`src/rtl/i2c_pkg.sv`:
```
// Shared I2C definitions: target FSM states and the bus events decoded from filtered SCL/SDA.
package i2c_pkg;

  typedef enum logic [3:0] {
    ST_IDLE,
    ST_ADDR,
    ST_ADDR_ACK,
    ST_PTR,
    ST_PTR_ACK,
    ST_WDATA,
    ST_WACK,
    ST_RDATA,
    ST_RACK,
    ST_IGNORE
  } i2c_state_e;

  typedef enum logic [2:0] {
    EV_NONE,
    EV_START,
    EV_STOP,
    EV_SCL_RISE,
    EV_SCL_FALL
  } i2c_event_e;

  localparam logic [3:0] BYTE_BITS = 4'd8;

  // START/STOP take priority over clock edges so they override any state.
  function automatic i2c_event_e decode_event(input logic scl_f,
                                              input logic scl_rise,
                                              input logic scl_fall,
                                              input logic sda_rise,
                                              input logic sda_fall);
    if (scl_f && sda_fall)      return EV_START;
    else if (scl_f && sda_rise) return EV_STOP;
    else if (scl_rise)          return EV_SCL_RISE;
    else if (scl_fall)          return EV_SCL_FALL;
    else                        return EV_NONE;
  endfunction

endpackage

```
`src/rtl/i2c_in_filter.sv`:
```
// Two-flop synchronizer plus FILT-cycle persistence filter and edge detect for one bus line.
module i2c_in_filter #(
  parameter int FILT = 3
) (
  input  logic clk,
  input  logic rst_n,
  input  logic din,
  output logic lvl,
  output logic rise,
  output logic fall
);

  localparam int CW = (FILT > 1) ? $clog2(FILT) : 1;

  logic [1:0]    sync;
  logic [CW-1:0] cnt;
  logic          lvl_q;
  logic          lvl_d1;

  // Idle bus level is high, so the filter comes out of reset released.
  always_ff @(posedge clk or negedge rst_n) begin
    if (!rst_n) begin
      sync   <= 2'b11;
      cnt    <= '0;
      lvl_q  <= 1'b1;
      lvl_d1 <= 1'b1;
    end else begin
      sync   <= {sync[0], din};
      lvl_d1 <= lvl_q;
      if (sync[1] == lvl_q) begin
        cnt <= '0;
      end else if (cnt == CW'(FILT - 1)) begin
        lvl_q <= sync[1];
        cnt   <= '0;
      end else begin
        cnt <= cnt + 1'b1;
      end
    end
  end

  assign lvl  = lvl_q;
  assign rise = lvl_q & ~lvl_d1;
  assign fall = ~lvl_q & lvl_d1;

endmodule

```
`src/rtl/i2c_target_regs.sv`:
```
// I2C target with 7-bit address match and an auto-incrementing register pointer
// driving a one-cycle write/read strobe interface to local registers.
module i2c_target_regs
  import i2c_pkg::*;
#(
  parameter logic [6:0] ADDR  = 7'h42,
  parameter int         AW    = 4,
  parameter int         NREGS = 16,
  parameter int         FILT  = 3
) (
  input  logic          clk,
  input  logic          rst_n,
  input  logic          sda_i,
  output logic          sda_o,
  output logic          sda_t,
  input  logic          scl_i,
  output logic          scl_o,
  output logic          scl_t,
  output logic          wr_stb,
  output logic [AW-1:0] wr_addr,
  output logic [7:0]    wr_data,
  output logic          rd_stb,
  output logic [AW-1:0] rd_addr,
  input  logic [7:0]    rd_data,
  output logic          busy
);

  function automatic logic [AW-1:0] ptr_next(input logic [AW-1:0] p);
    return (int'(p) == NREGS - 1) ? '0 : p + 1'b1;
  endfunction

  function automatic logic [AW-1:0] ptr_from_byte(input logic [7:0] b);
    return (int'(b[AW-1:0]) >= NREGS) ? '0 : b[AW-1:0];
  endfunction

  logic scl_f, scl_rise, scl_fall;
  logic sda_f, sda_rise, sda_fall;

  i2c_in_filter #(.FILT(FILT)) u_scl_filt (
    .clk  (clk),
    .rst_n(rst_n),
    .din  (scl_i),
    .lvl  (scl_f),
    .rise (scl_rise),
    .fall (scl_fall)
  );

  i2c_in_filter #(.FILT(FILT)) u_sda_filt (
    .clk  (clk),
    .rst_n(rst_n),
    .din  (sda_i),
    .lvl  (sda_f),
    .rise (sda_rise),
    .fall (sda_fall)
  );

  i2c_event_e ev;
  i2c_state_e state, state_d;

  logic [3:0]    bit_cnt;
  logic [7:0]    sr;
  logic [AW-1:0] ptr;
  logic          rd_vld_p1;

  logic bit_clr, bit_inc, shift_en, tx_shift, drive_ack, release_sda;
  logic wr_fire, rd_fire, ptr_load, ptr_inc, busy_set, busy_clr;

  assign ev    = decode_event(scl_f, scl_rise, scl_fall, sda_rise, sda_fall);
  assign sda_o = 1'b0;
  assign scl_o = 1'b1;
  assign scl_t = 1'b1;

  always_ff @(posedge clk or negedge rst_n) begin
    if (!rst_n) state <= ST_IDLE;
    else        state <= state_d;
  end

  always_comb begin
    state_d     = state;
    bit_clr     = 1'b0;
    bit_inc     = 1'b0;
    shift_en    = 1'b0;
    tx_shift    = 1'b0;
    drive_ack   = 1'b0;
    release_sda = 1'b0;
    wr_fire     = 1'b0;
    rd_fire     = 1'b0;
    ptr_load    = 1'b0;
    ptr_inc     = 1'b0;
    busy_set    = 1'b0;
    busy_clr    = 1'b0;
    case (ev)
      EV_START: begin
        state_d     = ST_ADDR;
        bit_clr     = 1'b1;
        release_sda = 1'b1;
        busy_clr    = 1'b1;
      end
      EV_STOP: begin
        state_d     = ST_IDLE;
        bit_clr     = 1'b1;
        release_sda = 1'b1;
        busy_clr    = 1'b1;
      end
      EV_SCL_RISE: begin
        case (state)
          ST_ADDR, ST_PTR, ST_WDATA: begin
            shift_en = 1'b1;
            bit_inc  = 1'b1;
          end
          ST_RDATA: bit_inc = 1'b1;
          ST_RACK: begin
            if (sda_f) begin
              state_d  = ST_IGNORE;
              busy_clr = 1'b1;
            end else begin
              ptr_inc = 1'b1;
            end
          end
          default: ;
        endcase
      end
      EV_SCL_FALL: begin
        case (state)
          ST_ADDR: begin
            if (bit_cnt == BYTE_BITS) begin
              bit_clr = 1'b1;
              if (sr[7:1] == ADDR) begin
                drive_ack = 1'b1;
                busy_set  = 1'b1;
                state_d   = ST_ADDR_ACK;
              end else begin
                state_d = ST_IGNORE;
              end
            end
          end
          ST_ADDR_ACK: begin
            release_sda = 1'b1;
            if (sr[0]) begin
              rd_fire = 1'b1;
              state_d = ST_RDATA;
            end else begin
              state_d = ST_PTR;
            end
          end
          ST_PTR: begin
            if (bit_cnt == BYTE_BITS) begin
              bit_clr   = 1'b1;
              ptr_load  = 1'b1;
              drive_ack = 1'b1;
              state_d   = ST_PTR_ACK;
            end
          end
          ST_PTR_ACK: begin
            release_sda = 1'b1;
            state_d     = ST_WDATA;
          end
          ST_WDATA: begin
            if (bit_cnt == BYTE_BITS) begin
              bit_clr   = 1'b1;
              wr_fire   = 1'b1;
              drive_ack = 1'b1;
              state_d   = ST_WACK;
            end
          end
          ST_WACK: begin
            release_sda = 1'b1;
            ptr_inc     = 1'b1;
            state_d     = ST_WDATA;
          end
          ST_RDATA: begin
            if (bit_cnt == BYTE_BITS) begin
              bit_clr     = 1'b1;
              release_sda = 1'b1;
              state_d     = ST_RACK;
            end else begin
              tx_shift = 1'b1;
            end
          end
          ST_RACK: begin
            rd_fire = 1'b1;
            state_d = ST_RDATA;
          end
          default: ;
        endcase
      end
      default: ;
    endcase
  end

  // p0: strobes issued; p1: rd_data valid and loaded into the shifter with its MSB driven.
  always_ff @(posedge clk or negedge rst_n) begin
    if (!rst_n) begin
      sda_t     <= 1'b1;
      wr_stb    <= 1'b0;
      rd_stb    <= 1'b0;
      wr_addr   <= '0;
      wr_data   <= '0;
      rd_addr   <= '0;
      busy      <= 1'b0;
      bit_cnt   <= '0;
      sr        <= '0;
      ptr       <= '0;
      rd_vld_p1 <= 1'b0;
    end else begin
      wr_stb    <= wr_fire;
      rd_stb    <= rd_fire;
      rd_vld_p1 <= rd_stb;

      if (bit_clr)      bit_cnt <= '0;
      else if (bit_inc) bit_cnt <= bit_cnt + 1'b1;

      if (rd_vld_p1 && state == ST_RDATA) begin
        sr    <= rd_data;
        sda_t <= rd_data[7];
      end
      if (shift_en) sr <= {sr[6:0], sda_f};
      if (tx_shift) begin
        sr    <= {sr[6:0], 1'b0};
        sda_t <= sr[6];
      end
      if (drive_ack)   sda_t <= 1'b0;
      if (release_sda) sda_t <= 1'b1;

      if (ptr_load)     ptr <= ptr_from_byte(sr);
      else if (ptr_inc) ptr <= ptr_next(ptr);

      if (wr_fire) begin
        wr_addr <= ptr;
        wr_data <= sr;
      end
      if (rd_fire) rd_addr <= ptr;

      if (busy_set)      busy <= 1'b1;
      else if (busy_clr) busy <= 1'b0;
    end
  end

endmodule

```
`config.mk`:
```
export PLATFORM = sky130hd
export DESIGN_NAME = i2c_target_regs
export DESIGN_NICKNAME = d
export VERILOG_FILES = /design/src/rtl/i2c_pkg.sv /design/src/rtl/i2c_in_filter.sv /design/src/rtl/i2c_target_regs.sv
export SDC_FILE = /design/constraint.sdc
export NUM_CORES = 1
export LEC_CHECK = 0
export CORE_MARGIN = 1.5
export CORE_UTILIZATION = 45
export DETAILED_ROUTE_END_ITERATION = 7
export GPL_TIMING_DRIVEN = 0
export PLACE_DENSITY = 0.78
export SLEW_MARGIN = 25
export SYNTH_ARGS = -nofsm -noshare
export SYNTH_HDL_FRONTEND = slang
export SYNTH_SLANG_ARGS = --single-unit
export TNS_END_PERCENT = 100
```
`constraint.sdc`:
```
create_clock -name clk -period 5.38 [get_ports clk]
set_input_delay 0.807 -clock clk [delete_from_list [all_inputs] [get_ports clk]]
set_output_delay 0.807 -clock clk [all_outputs]
set_load 0.01 [all_outputs]
```
==> flow_summary.ini <==
[place]
routabilityCongestion = 0.8661
dp_cells = 344
dp_hpwl_mm = 3.704
portBuffers = 31

[timing]
setup_viol_count_final = 0
slew_headroom = 0.5621
final_max_slew_viol_count = 0
hold_violations = 0
finClkSkew_ns = 0.006660
hold_slack_ns = 0.3612
worst_pin_slew_ns = 0.6569
fmax_ghz = 0.4532
period_minus_slack_ns = 2.206
totalNegativeSetupSlack_ns = 0
rsz0062_at_grt = no
finalCritPeriodShare = 0.4101

[grt]
antenna_found_initial = 0
grt_first_pass_wirelength_mm = 8.438
track_usage = 0.1681
grt_pass1_vias = 1822
grt_max_degree = 54
overflow = 0

[pwr]
pwr-share-clk = 0.195
switchingPower_mw = 0.4181
finalPower_mw = 1.161
powerDensity_mw_per_mm2 = 358.6
intPower_mw = 0.7427
p_comb_frac = 0.325
peakVddDrop_uv = 222.0
p_sw_frac = 0.3602
seq_power_share = 0.479
leakagePower_nw = 1.399

[outcome]
status = complete, no violations

[drt]
wl_per_cell_um = 14.47
drtPass1Iterations = 4
post_drt_via_cell_ratio = 5.341
wl_mm = 5.093
initialDrtViolationCount = 80
drtAntennaViolNets = 0
drc_errors = 0
dr_total_vias = 1880

[setup_path]
cp-end-kind = output pin
required_ns = 4.57
setup.worst_path.start_class = register
path_buf_inv = 1
cp_slowest_cell = dfstp_2
cp_max_fo = 2
crit_arrival_ns = 1.40
critPathKind = register to output pin
crit_chain = clkdlybuf4s50_1
cp_slowest_stage_delay_ns = 0.56
path_delay_family = flip-flops

[layout]
drive_gt1_frac = 0.2310
areaGrowthSynthToFinish_pct = 18.07
n_fill_cell = 528
regArea_mm2 = 0.001338
final_nets = 291
diodes = 0
instances_no_fill = 352
multi_input_area_mm2 = 0.001266

[synth]
syn_area_per_cell_um2 = 11.57
ys_seq_area_frac = 0.4879
synth.distinct_cells = 58
netlist_instances = 237
netlist_top_cells_count = 44 x dfrtp_1, 24 x nor2_1, 17 x nand2_1
synthTopCellsByArea = dfrtp_1 40%, dfstp_2 8.6%, mux2_4 7.1%
yosysWarnings = 0
synth_ff_type = dfrtp_1
post_synth_instance_area_mm2 = 0.002741
synth-edff-count = 0
netlist.area_leader.share = 0.4016
synth_top_area_cell = dfrtp_1
postSynth.asyncResetShare = 1.000
synth.most_common_cell = dfrtp_1
ys_seq_elements = 53

[clocking]
path_clk_slew_ns = 0.09
cts_tree = done
cts_buffers = 5
cts_buffer_depth = 2
root_buffer = clkbuf_8
hold_buffers = 0
clk_latency_ns = 0.31
post-cts-setup-buffers = 0
cts_resized = 0
cts.sinks = 53
htreeDepth = 2

[die]
start_util = 0.4658
die-area_mm2 = 0.006569
fp.dieW_um = 81.05
fp.dieH_um = 81.05
core_mm2 = 0.005886
rows = 28
ios = 35

[flow_run]
maxCapViolCount = 0

[hold_path]
min_path_type = register to register
[cells in the final DEF, fill, tap and decap left out, drive strengths merged, types with 2 or more instances in the layout]
cell | Yosys | routed
dfrtp | 44 | 44
clkdlybuf4s50 | 0 | 30
nor2 | 25 | 25
mux2 | 19 | 19
nand2 | 17 | 17
mux2i | 14 | 14
a21oi | 13 | 13
nor3 | 11 | 11
buf | 9 | 10
dfstp | 9 | 9
inv | 8 | 9
clkbuf | 3 | 8
o21ai | 6 | 6
xor2 | 5 | 5
xnor2 | 4 | 4
nand2b | 3 | 3
nor2b | 3 | 3
nand3 | 3 | 3
ha | 3 | 3
conb | 2 | 3
nor3b | 3 | 3
nand3b | 2 | 2
nor4 | 2 | 2
a31o | 2 | 2
o21a | 2 | 2
o211ai | 2 | 2
a22oi | 2 | 2
nor4b | 2 | 2
[cells by family after synthesis]
kind of cell / count (synthesis) / share of synthesized area
other: 2 / 0.002739
buffers and inverters: 20 / 0.05157
adder cells (fa/ha/maj): 3 / 0.01369
XOR/XNOR: 9 / 0.02875
AO/OA/AOI/OAI: 38 / 0.09630
AND/OR/NAND/NOR: 79 / 0.1721
multiplexers: 33 / 0.1470
flip-flops: 53 / 0.4879
[registers in the layout (all words and copies together) (netlist names), 2 cells and up]
signal,count
state,4
u_scl_filt.cnt,2
u_scl_filt.sync,2
rd_addr,4
ptr,4
wr_data,8
bit_cnt,4
wr_addr,4
u_sda_filt.sync,2
u_sda_filt.cnt,2
sr,8
[metal layers]
metal | track usage | wire, um
met1 | 0.2169 | 2349
met2 | 0.2717 | 2424
met3 | 0.04045 | 223
met4 | 0.06724 | 96
met5 | 0 | 0
[layout make-up]
class | instances | share of cell area
clock inverter | 3 | 0.006571
tap | 75 | 0.02899
inverter | 8 | 0.009277
timing repair buffer | 31 | 0.09509
sequential | 53 | 0.4132
multi-input combinational | 165 | 0.3912
clock buffer | 5 | 0.02126
buffer | 12 | 0.03440
[metrics by stage]
stage          setup slack, ns  utilization  area [um^2]
2_1_floorplan            3.507            -         2745
3_3_place_gp             1.914       0.5351         3149
3_5_place_dp             3.381       0.5347         3147
4_1_cts                  3.158       0.5500         3237
5_1_grt                  3.134       0.5500         3237
6_report                 3.174       0.5500         3237
[power groups by stage]
stage | combinational [mW] | clock (mW) | sequential (mW)
6_report | 0.377 | 0.227 | 0.557
5_1_grt | 0.416 | 0.252 | 0.569
4_1_cts | 0.379 | 0.237 | 0.556
3_5_place_dp | 0.377 | 0 | 0.564
3_3_place_gp | 0.367 | 0 | 0.561
2_1_floorplan | 0.300 | 0 | 0.543
[path summary, 6_finish.rpt]
kind | from | end | slack, ns | cells after the start
worst max-delay path | sda_t | sda_t | 3.17 | 1
worst min-delay path | u_scl_filt.sync[0] | u_scl_filt.sync[1] | 0.36 | 0
worst max register to register | u_scl_filt.lvl_d1 | wr_data[5] | 3.38 | 4
worst min register to register | u_scl_filt.sync[0] | u_scl_filt.sync[1] | 0.36 | 0
max in group asynchronous | rst_n | wr_data[6] | 4.42 | 1
min in group asynchronous | rst_n | rd_addr[0] | 0.50 | 1
Power figures use the tool's default switching activity.
